[src/rtl/button_pkg.sv]
// Shared encodings and helpers for the button_event block and the menu
// controller that decodes its state values.
package button_pkg;

  localparam logic [1:0] IDLE    = 2'd0;
  localparam logic [1:0] PRESSED = 2'd1;
  localparam logic [1:0] HELD    = 2'd2;

  function automatic int unsigned max_cycles(input int unsigned a, input int unsigned b);
    return (a > b) ? a : b;
  endfunction

endpackage

[src/rtl/button_event_if.sv]
// Debounced button level in, classified key-event pulses out.
interface button_event_if;

  logic btn_level;
  logic repeat_en;
  logic press_pulse;
  logic release_pulse;
  logic short_pulse;
  logic long_pulse;
  logic repeat_pulse;
  logic held;

  modport master (
    output btn_level, repeat_en,
    input  press_pulse, release_pulse, short_pulse, long_pulse, repeat_pulse, held
  );

  modport slave (
    input  btn_level, repeat_en,
    output press_pulse, release_pulse, short_pulse, long_pulse, repeat_pulse, held
  );

endinterface

[src/rtl/button_event.sv]
// Turns a debounced button level into registered one-cycle press, release,
// short-click, long-press and auto-repeat pulses plus a held level.
module button_event
  import button_pkg::*;
#(
  parameter int unsigned LONG_CYCLES   = 1000,
  parameter int unsigned REPEAT_CYCLES = 250
) (
  input  logic           clk,
  input  logic           rst_n,
  button_event_if.slave  ev
);

  localparam int unsigned CW = $clog2(max_cycles(LONG_CYCLES, REPEAT_CYCLES)) + 1;
  localparam logic [CW-1:0] LONG_LAST = CW'(LONG_CYCLES - 1);
  localparam logic [CW-1:0] REP_LAST  = CW'(REPEAT_CYCLES - 1);

  logic [1:0]    state_q, state_d;
  logic [CW-1:0] cnt_q, cnt_d;
  logic          press_q, press_d;
  logic          release_q, release_d;
  logic          short_q, short_d;
  logic          long_q, long_d;
  logic          repeat_q, repeat_d;
  logic          held_q, held_d;

  always_comb begin
    state_d   = state_q;
    cnt_d     = cnt_q;
    press_d   = 1'b0;
    release_d = 1'b0;
    short_d   = 1'b0;
    long_d    = 1'b0;
    repeat_d  = 1'b0;
    case (state_q)
      IDLE: begin
        if (ev.btn_level) begin
          state_d = PRESSED;
          press_d = 1'b1;
          cnt_d   = '0;
        end
      end
      PRESSED: begin
        // cnt restarts at 0 on the cycle after press, so long_pulse lands
        // LONG_CYCLES cycles after press_pulse.
        if (!ev.btn_level) begin
          state_d   = IDLE;
          release_d = 1'b1;
          short_d   = 1'b1;
          cnt_d     = '0;
        end else if (cnt_q == LONG_LAST) begin
          state_d = HELD;
          long_d  = 1'b1;
          cnt_d   = '0;
        end else begin
          cnt_d = cnt_q + 1'b1;
        end
      end
      HELD: begin
        if (!ev.btn_level) begin
          state_d   = IDLE;
          release_d = 1'b1;
          cnt_d     = '0;
        end else if (cnt_q == REP_LAST) begin
          cnt_d    = '0;
          repeat_d = ev.repeat_en;
        end else begin
          cnt_d = cnt_q + 1'b1;
        end
      end
      default: begin
        state_d = IDLE;
        cnt_d   = '0;
      end
    endcase
    held_d = (state_d == HELD);
  end

  always_ff @(posedge clk) begin
    if (!rst_n) begin
      state_q   <= IDLE;
      cnt_q     <= '0;
      press_q   <= 1'b0;
      release_q <= 1'b0;
      short_q   <= 1'b0;
      long_q    <= 1'b0;
      repeat_q  <= 1'b0;
      held_q    <= 1'b0;
    end else begin
      state_q   <= state_d;
      cnt_q     <= cnt_d;
      press_q   <= press_d;
      release_q <= release_d;
      short_q   <= short_d;
      long_q    <= long_d;
      repeat_q  <= repeat_d;
      held_q    <= held_d;
    end
  end

  assign ev.press_pulse   = press_q;
  assign ev.release_pulse = release_q;
  assign ev.short_pulse   = short_q;
  assign ev.long_pulse    = long_q;
  assign ev.repeat_pulse  = repeat_q;
  assign ev.held          = held_q;

endmodule
[src/flat_wrapper.sv]
// flat-port wrapper written by rule: the top's interface ports become plain ports
module button_event_flat import button_pkg::*;
#(
  parameter int unsigned LONG_CYCLES   = 1000,
  parameter int unsigned REPEAT_CYCLES = 250
)
  (clk, rst_n, ev_btn_level, ev_repeat_en, ev_press_pulse, ev_release_pulse, ev_short_pulse, ev_long_pulse, ev_repeat_pulse, ev_held);
  button_event_if ev_i ();
  input  logic clk;
  input  logic rst_n;
  input wire logic [$bits(ev_i.btn_level)-1:0] ev_btn_level;
  input wire logic [$bits(ev_i.repeat_en)-1:0] ev_repeat_en;
  output wire logic [$bits(ev_i.press_pulse)-1:0] ev_press_pulse;
  output wire logic [$bits(ev_i.release_pulse)-1:0] ev_release_pulse;
  output wire logic [$bits(ev_i.short_pulse)-1:0] ev_short_pulse;
  output wire logic [$bits(ev_i.long_pulse)-1:0] ev_long_pulse;
  output wire logic [$bits(ev_i.repeat_pulse)-1:0] ev_repeat_pulse;
  output wire logic [$bits(ev_i.held)-1:0] ev_held;
  assign ev_i.btn_level = ev_btn_level;
  assign ev_i.repeat_en = ev_repeat_en;
  assign ev_press_pulse = ev_i.press_pulse;
  assign ev_release_pulse = ev_i.release_pulse;
  assign ev_short_pulse = ev_i.short_pulse;
  assign ev_long_pulse = ev_i.long_pulse;
  assign ev_repeat_pulse = ev_i.repeat_pulse;
  assign ev_held = ev_i.held;
  button_event #(.LONG_CYCLES(LONG_CYCLES), .REPEAT_CYCLES(REPEAT_CYCLES)) u_core (.clk(clk), .rst_n(rst_n), .ev(ev_i));
endmodule
[config.mk]
export PLATFORM = sky130hd
export DESIGN_NAME = button_event_flat
export DESIGN_NICKNAME = d
export VERILOG_FILES = /design/src/rtl/button_pkg.sv /design/src/rtl/button_event_if.sv /design/src/rtl/button_event.sv /design/src/flat_wrapper.sv
export SDC_FILE = /design/constraint.sdc
export NUM_CORES = 1
export LEC_CHECK = 0
export CAP_MARGIN = 5
export CORE_MARGIN = 4
export CORE_UTILIZATION = 45
export DETAILED_ROUTE_END_ITERATION = 10
export DONT_BUFFER_PORTS = 1
export GPL_TIMING_DRIVEN = 0
export PLACE_DENSITY_LB_ADDON = 0.2
export RECOVER_POWER = 100
export REMOVE_ABC_BUFFERS = 1
export SYNTH_ARGS = -nofsm -noshare
export SYNTH_HDL_FRONTEND = slang
export SYNTH_SLANG_ARGS = --single-unit
[constraint.sdc]
create_clock -name clk -period 2.1 [get_ports clk]
set_input_delay 0.42 -clock clk [delete_from_list [all_inputs] [get_ports clk]]
set_output_delay 0.42 -clock clk [all_outputs]
set_load 0.01 [all_outputs]
==> flow_summary.yaml, run 1 <==
run_status:
  status: "completed"
synth:
  synth_top_area_share_pct: 35.8
  yosys.area.top_type: "dfxtp_1"
  ys_ff_latch: 19
  yosysSeqAreaShare_pct: 35.8
  synth.area.top_cells: "dfxtp_1 (36%), ha_1 (7.1%), a21oi_1 (5.2%)"
  postSynthAreaPerCell_um2: 9.39
  yosys_warnings: 0
  syn_inst: 113
  netlist_area_um2: 1060
  synth_cell_type_count: 39
clock_tree:
  cts-root-buf: "clkbuf_4"
  worstSkewPairLatency_ps: 300
  post_cts_resized: 0
  post_cts_buffers: 0
  clockBufferDepth: 2
  htreeDepth: 1
  ctsHoldBuffers: 0
  clkTransAtPathRegs_ps: 110
  tritoncts: "yes"
  cts_made_buffers: 3
  cts_sinks: 19
route:
  drc: 0
  route.detailed.wl_per_inst_um: 15.1
  postRouteAntennaNets: 0
  vias: 838
  routed_wl_um: 2160
  drt_iter0_drc: 21
  viasPerCell: 5.86
  drt_first_pass_iters: 4
floorplanning:
  coreArea_um2: 2230
  die-area_um2: 3200
  initial_core_util_pct: 47.5
  dieWidth_um: 56.6
  die_h_um: 56.6
  io_pins: 10
  placementRows: 17
sta:
  max_freq_mhz: 537
  timing_hold_violations_final: 0
  fin_crit_ps: 1860
  maxSlewViolCount: 0
  slew_headroom_pct: 72.9
  setup_viol: 0
  skew_ps: 11.4
  period_share_pct: 88.7
  tns_ps: 0
  hold_ws_ps: 178
  rsz0062_at_grt: "no"
  worstMarginPinSlew_ps: 407
power:
  ir_worst_vdd_v: 0.000440
  p_leak_nw: 0.365
  p_per_area_nw_per_um2: 557
  power_uw: 607
worst_setup_path:
  crit_path_end_kind: "flop"
  critPathArrivalTime_ps: 2030
  critPathSlowestCell: "dfxtp_1"
  path_class: "reg2reg"
  cp_max_fo: 7
  path_cells: "ha_1, and4bb_1, a31oi_4, o31ai_4, a21oi_1"
  cpPeakStageDelay_ps: 470
  required_ps: 2270
  cp-start-kind: "flop"
grt:
  grt_pass1_wl_um: 3690
  antenna_found_initial: 0
  grt_pass1_vias: 799
  grt_overflow: 0
  grt_usage_pct: 14.4
  grt_max_degree: 14
job:
  cap_violations: 0
cells_and_area:
  final_cell_mix: "dfxtp_1 (19), a21oi_1 (11), nand2_1 (9)"
  layout-drive-gt1-share_pct: 7.83
  fin_nets: 126
  areaGrowthSynthToFinish_pct: 2.71
  fin_util_pct: 48.8
  insertedDiodeCount: 0
  layout_commonest_cell: "dfxtp_1"
placement:
  hpwl_um: 1550
  place.gp.congestion: 0.743
  portBuffers: 0
hold_path:
  hold_path.class: "in2reg"
[synthesized netlist by cell type (all sizes together)]
master and instances:
a21oi 11, a41oi 1, inv 4, and3 1, clkinv 1, or3 5, ha 6, xnor2 1
a31oi 4, nor3 3, nand3 6, nand4 6, and4b 1, nor2 5, and2b 1, buf 2
nor3b 2, dfxtp 19, nor2b 3, a211oi 1, and4 2, o22ai 1, and2 2, a2bb2o 1
nor4b 1, nand2b 2, o21bai 1, and4bb 2, or4 1, nand2 9, o31ai 2, o21ai 6
[stage by stage]
step / setup WS, ps / cell area [um2] / instances
global placement: 354 / 1080 / 139
detailed placement: 304 / 1080 / 139
finish: 238 / 1090 / 143
floorplan: 483 / 1050 / 111
global route: 134 / 1090 / 143
CTS: 284 / 1110 / 143
[path summary, 6_finish.rpt]
check	from	to	slack (ps)	cells past startpoint
worst max register to register	u_core.cnt_q[0]	u_core.cnt_q[9]	240	5
worst max-delay path	u_core.cnt_q[0]	u_core.cnt_q[9]	240	5
worst min-delay path	ev_btn_level	u_core.ev.release_pulse	180	1
worst min register to register	u_core.cnt_q[10]	u_core.cnt_q[10]	520	2
[kinds of logic after synthesis]
kind of cell / count (synthesis) / share of synthesized area, %
and+or+nand+nor: 52 / 32.1
AOI/OAI and AO/OA: 28 / 21.2
DFF: 19 / 35.8
buffers and inverters: 7 / 2.95
adders and majority gates: 6 / 7.08
xor gates and xnor gates: 1 / 0.826
[critical path, delay by kind of cell (launching register included)]
kind            cells  cell delay [ps]
simple gates        1              350
compound gates      3              610
flops               1              470
fa+ha+maj           1              290
[routing by layer]
layer  up-vias  part of all wire, %  wire, um  GRT usage [%]
li1        428                    -         -              -
met1       392                   52      1120           19.3
met2        16                   44       957           21.6
met3         2                  3.2        69           4.83
met4         0                 0.56        12           4.07
met5         -                    0         0              0
[power by group]
part | switching [mW] | total (mW) | internal, mW
clock | 0.111 | 0.185 | 0.0740
sequential | 0.00562 | 0.371 | 0.366
combinational | 0.0307 | 0.0503 | 0.0197
[area by class of cell]
type                       count  area [um2]
inverter                       5        18.8
multi-input combinational     87         629
tap                           28        35.0
fill                         221        1140
sequential                    19         380
clock buffer                   4        26.3
[sequential cells by signal, indices dropped and copies added (netlist names)]
name                     flops
u_core.ev.repeat_pulse       1
u_core.ev.held               1
u_core.state_q               2
u_core.ev.press_pulse        1
u_core.cnt_q                11
u_core.ev.release_pulse      1
u_core.ev.short_pulse        1
u_core.ev.long_pulse         1
No activity file was read; power rests on OpenSTA's default activity.
==> run 2: changes to the inputs <==
--- a/config.mk
+++ b/config.mk
@@ -11,7 +11,7 @@
 export DETAILED_ROUTE_END_ITERATION = 10
 export DONT_BUFFER_PORTS = 1
 export GPL_TIMING_DRIVEN = 0
-export PLACE_DENSITY_LB_ADDON = 0.2
+export PLACE_DENSITY = 0.62
 export RECOVER_POWER = 100
 export REMOVE_ABC_BUFFERS = 1
 export SYNTH_ARGS = -nofsm -noshare
==> constraint.sdc (replaced) <==
create_clock -name clk -period 2.1 [get_ports clk]
set_input_delay 0.105 -clock clk [delete_from_list [all_inputs] [get_ports clk]]
set_output_delay 0.105 -clock clk [all_outputs]
set_load 0.01 [all_outputs]
==> flow_summary.yaml, run 2 (same netlist as run 1, synthesis figures left out) <==
sta:
  worstMarginPinSlew_ps: 406
  rsz0062_at_grt: "no"
  maxSlewViolCount: 0
  tns_ps: 0
  worst_slack_ps: 255
  setup_viol: 0
  timing_hold_violations_final: 0
  hold_ws_ps: 41.1
  fin_crit_ps: 1840
  max_freq_mhz: 542
  skew_ps: 6.66
  period_share_pct: 87.8
  slew_headroom_pct: 72.9
placement:
  place_inst: 139
  placed_cell_area_um2: 1080
  dpl_worst_slack_ps: 323
  portBuffers: 0
  place.gp.congestion: 0.699
  hpwl_um: 1520
cells_and_area:
  final_cells: 146
  multi_input_area_um2: 629
  fin_area_um2: 1120
  fin_nets: 129
  fin_util_pct: 50.1
  insertedDiodeCount: 0
  regArea_um2: 380
  layout_commonest_cell: "dfxtp_1"
  regMostFlops: "u_core.cnt_q"
  layout-drive-gt1-share_pct: 7.63
  largest_reg_flops: 11
  areaGrowthSynthToFinish_pct: 5.54
  fill_cells: 218
  top_regs: "u_core.cnt_q (11), u_core.state_q (2)"
  final_cell_mix: "dfxtp_1 (19), a21oi_1 (11), nand2_1 (9)"
clock_tree:
  tritoncts: "yes"
  worstSkewPairLatency_ps: 300
  clockBufferDepth: 2
  post_cts_buffers: 0
  clkTransAtPathRegs_ps: 120
  cts_sinks: 19
  cts_made_buffers: 3
  cts-root-buf: "clkbuf_4"
  htreeDepth: 1
hold_path:
  hold_path.class: "in2reg"
  min_from: "ev_btn_level"
  holdPathEnd: "u_core.state_q[1]"
  hold_depth: 2
floorplanning:
  die-area_um2: 3200
  initial_core_util_pct: 47.5
  placementRows: 17
  coreArea_um2: 2230
  dieWidth_um: 56.6
  die_h_um: 56.6
  io_pins: 10
power:
  ir_worst_vdd_v: 0.000225
  pwr-share-comb_pct: 9.0
  p_per_area_nw_per_um2: 554
  p_int_uw: 463
  clkPwrFrac_pct: 31.2
  p_leak_nw: 0.379
  switching_share_pct: 25.3
  switching_power_uw: 157
  power_uw: 620
  sequentialPowerShare_pct: 59.8
worst_setup_path:
  timing.rr.start: "u_core.cnt_q[0]"
  crit_path_end_kind: "flop"
  required_ps: 2350
  r2r_end: "u_core.ev.held"
  reg2regPathDepth: 5
  rrSetupSlack_ps: 260
  cp_max_fo: 7
  cp-start-kind: "flop"
  critPathArrivalTime_ps: 2090
  path_class: "reg2reg"
route:
  routed_wl_um: 2080
  viasPerCell: 5.88
  drc: 0
  route.detailed.wl_per_inst_um: 14.2
  vias: 858
  drt_first_pass_iters: 4
  drt_iter0_drc: 25
  postRouteAntennaNets: 0
run_status:
  status: "completed"
grt:
  antenna_found_initial: 0
  grt_pass1_vias: 761
  grt_max_degree: 11
  grt_overflow: 0
  grt_pass1_wl_um: 3310
  grt_usage_pct: 13.2
job:
  cap_violations: 0
==> run 2: cell count changes in the layout (fill, tap and decap cells not counted) <==
| cell | delta |
|---|---|
| and2_1 | +1 |
| dlygate4sd3_1 | +3 |
| and2_0 | -1 |
==> run 2: routing by layer <==
metal,vias up,global-route usage [%],routed length (um)
li1,435,-,-
met1,400,16.9,985
met3,5,2.76,85
met4,0,6.10,40
met5,-,0,0
met2,18,21.0,963
==> run 2: layout make-up <==
cell class	instances	share of cell area, %
Clock buffer	4	2.35
Inverter	5	1.68
Multi-Input combinational cell	87	56.2
Sequential cell	19	34.0
Tap cell	28	3.13
Timing Repair Buffer	3	2.68
==> run 2: power groups by stage <==
stage                     Clock [mW]  Sequential (mW)  Combinational (mW)
after floorplan                    0            0.378              0.0407
after global placement             0            0.379              0.0499
after detailed placement           0            0.379              0.0499
after CTS                      0.195            0.371              0.0568
after global routing           0.205            0.371              0.0617
final                          0.193            0.371              0.0559
==> run 2: timing repair <==
action,in CTS,in global routing
hold endpoints to repair,12,0
hold buffers,3,0
endpoints found under the setup margin,0,0
gates resized for setup,0,0
==> run 2: worst max path at each step <==
| stage | startpoint | to | slack (ps) |
|---|---|---|---|
| floorplan | u_core.state_q[0] | u_core.cnt_q[10] | 480 |
| global placement | u_core.state_q[1] | u_core.cnt_q[10] | 360 |
| detailed placement | u_core.state_q[1] | u_core.cnt_q[10] | 320 |
| CTS | u_core.state_q[1] | u_core.cnt_q[10] | 290 |
| global route | u_core.cnt_q[0] | u_core.ev.held | 80 |
| finish | u_core.cnt_q[0] | u_core.ev.held | 260 |
==> run 2: critical path: stages, from the launching register on <==
cell and delay, ps:
dfxtp_1 470, ha_1 280, and4bb_1 340, a41oi_1 150, nor4b_1 360, and2_1 190
==> run 3: changes to the inputs <==
--- a/config.mk
+++ b/config.mk
@@ -11,7 +11,6 @@
 export DETAILED_ROUTE_END_ITERATION = 10
 export DONT_BUFFER_PORTS = 1
 export GPL_TIMING_DRIVEN = 0
-export PLACE_DENSITY = 0.62
 export RECOVER_POWER = 100
 export REMOVE_ABC_BUFFERS = 1
 export SYNTH_ARGS = -nofsm -noshare
==> flow_summary.yaml, run 3 (same netlist as run 1, synthesis figures left out) <==
route:
  vias: 867
  routed_wl_um: 2130
  met1Wirelength_um: 1110
  postRouteAntennaNets: 0
  route.detailed.wl_per_inst_um: 14.6
  wl_met2_um: 951
  wl_met3_um: 57
  viasPerCell: 5.94
  highest_layer: "met4"
  drc: 0
  drt_iter0_drc: 23
  drt_first_pass_iters: 4
worst_setup_path:
  cp-start-kind: "flop"
  critical_path.top_delay_family: "compound AO/OA/AOI/OAI gates"
  critPathLaunch: "u_core.cnt_q[0]"
  critPathArrivalTime_ps: 2020
  critPathSlowestCell: "dfxtp_1"
  cp_max_fo: 7
  required_ps: 2270
  cpPeakStageDelay_ps: 470
  r2r_end: "u_core.cnt_q[9]"
  crit_path_end_kind: "flop"
  path_cells: "ha_1, and4bb_1, a31oi_2, o31ai_4, a21oi_1"
  path_class: "reg2reg"
  reg2regPathDepth: 5
  worst-path-buf-inv: 0
  rrSetupSlack_ps: 250
  timing.rr.start: "u_core.cnt_q[0]"
placement:
  hpwl_um: 1520
  place.gp.congestion: 0.738
  portBuffers: 0
cells_and_area:
  largest_reg_flops: 11
  insertedDiodeCount: 0
  fin_nets: 129
  layout-drive-gt1-share_pct: 7.63
  final_cell_mix: "dfxtp_1 (19), a21oi_1 (11), nand2_1 (9)"
  layout_commonest_cell: "dfxtp_1"
  top_regs: "u_core.cnt_q (11), u_core.state_q (2)"
  regMostFlops: "u_core.cnt_q"
  areaGrowthSynthToFinish_pct: 4.72
floorplanning:
  dieWidth_um: 56.6
  coreArea_um2: 2230
  io_pins: 10
  die_h_um: 56.6
  placementRows: 17
  die-area_um2: 3200
  initial_core_util_pct: 47.5
sta:
  fin_crit_ps: 1850
  tns_ps: 0
  timing_hold_violations_final: 0
  slew_headroom_pct: 70.7
  setup_viol: 0
  period_share_pct: 88.2
  max_freq_mhz: 540
  rsz0062_at_grt: "no"
  worstMarginPinSlew_ps: 439
  maxSlewViolCount: 0
  skew_ps: 10.4
power:
  p_int_uw: 463
  pwr-share-comb_pct: 9.4
  ir_worst_vdd_v: 0.000371
  power_uw: 608
  switching_power_uw: 146
  sequentialPowerShare_pct: 61.0
  switching_share_pct: 24.0
  clkPwrFrac_pct: 29.6
  p_leak_nw: 0.378
  p_per_area_nw_per_um2: 548
grt:
  grt_overflow: 0
  grt_usage_pct: 14.3
  grt_pass1_vias: 789
  grt_pass1_wl_um: 3670
  grt_max_degree: 11
  antenna_found_initial: 0
hold_path:
  holdPathEnd: "u_core.state_q[1]"
  min_from: "ev_btn_level"
  hold_depth: 2
  hold_path.class: "in2reg"
clock_tree:
  post_cts_resized: 0
  cts_made_buffers: 3
  cts-root-buf: "clkbuf_4"
  ctsHoldBuffers: 3
  post_cts_buffers: 0
  tritoncts: "yes"
  cts_sinks: 19
  clockBufferDepth: 2
  worstSkewPairLatency_ps: 290
  clkTransAtPathRegs_ps: 110
  htreeDepth: 1
job:
  cap_violations: 0
run_status:
  status: "completed"
-- run 3: cell count changes in the layout (fill, tap and decap cells not counted) --
cell     change
a31oi_2      +1
a31oi_4      -1
and2_0       +1
and2_1       -1
-- run 3: final cells by class --
class | instances | area, um2
Fill cell | 232 | 1120
Inverter | 5 | 18.8
Sequential cell | 19 | 380
Timing Repair Buffer | 3 | 30.0
Multi-Input combinational cell | 87 | 621
Clock buffer | 4 | 26.3
Tap cell | 28 | 35.0
-- run 3: metrics by stage --
stage / std cells / util [%] / area, um2 / hold WS (ps) / setup WS, ps
2_1_floorplan: 111 / - / 1050 / 181 / 483
3_3_place_gp: 139 / 48.5 / 1080 / 185 / 364
3_5_place_dp: 139 / 48.5 / 1080 / 184 / 308
4_1_cts: 146 / 51.0 / 1140 / 30.4 / 285
5_1_grt: 146 / 49.7 / 1110 / 13.9 / 115
6_report: 146 / 49.7 / 1110 / 39.5 / 249
-- run 3: layer usage --
layer	global-route usage (%)	vias up
met5	0	-
met4	3.05	0
met3	4.14	2
met2	21.3	16
met1	20.2	418
li1	-	431
-- run 3: worst max-delay path by stage --
stage	end	cells past startpoint
finish	u_core.cnt_q[9]	5
global route	u_core.cnt_q[3]	6
CTS	u_core.cnt_q[10]	6
detailed placement	u_core.cnt_q[10]	6
global placement	u_core.cnt_q[10]	6
floorplan	u_core.cnt_q[10]	6
-- run 3: power by group through the flow --
stage               clock network, mW  logic (mW)  registers [mW]
floorplan                           0      0.0407           0.378
global placement                    0      0.0505           0.379
detailed placement                  0      0.0507           0.380
CTS                             0.194      0.0585           0.371
global route                    0.211      0.0639           0.372
finish                          0.180      0.0571           0.371
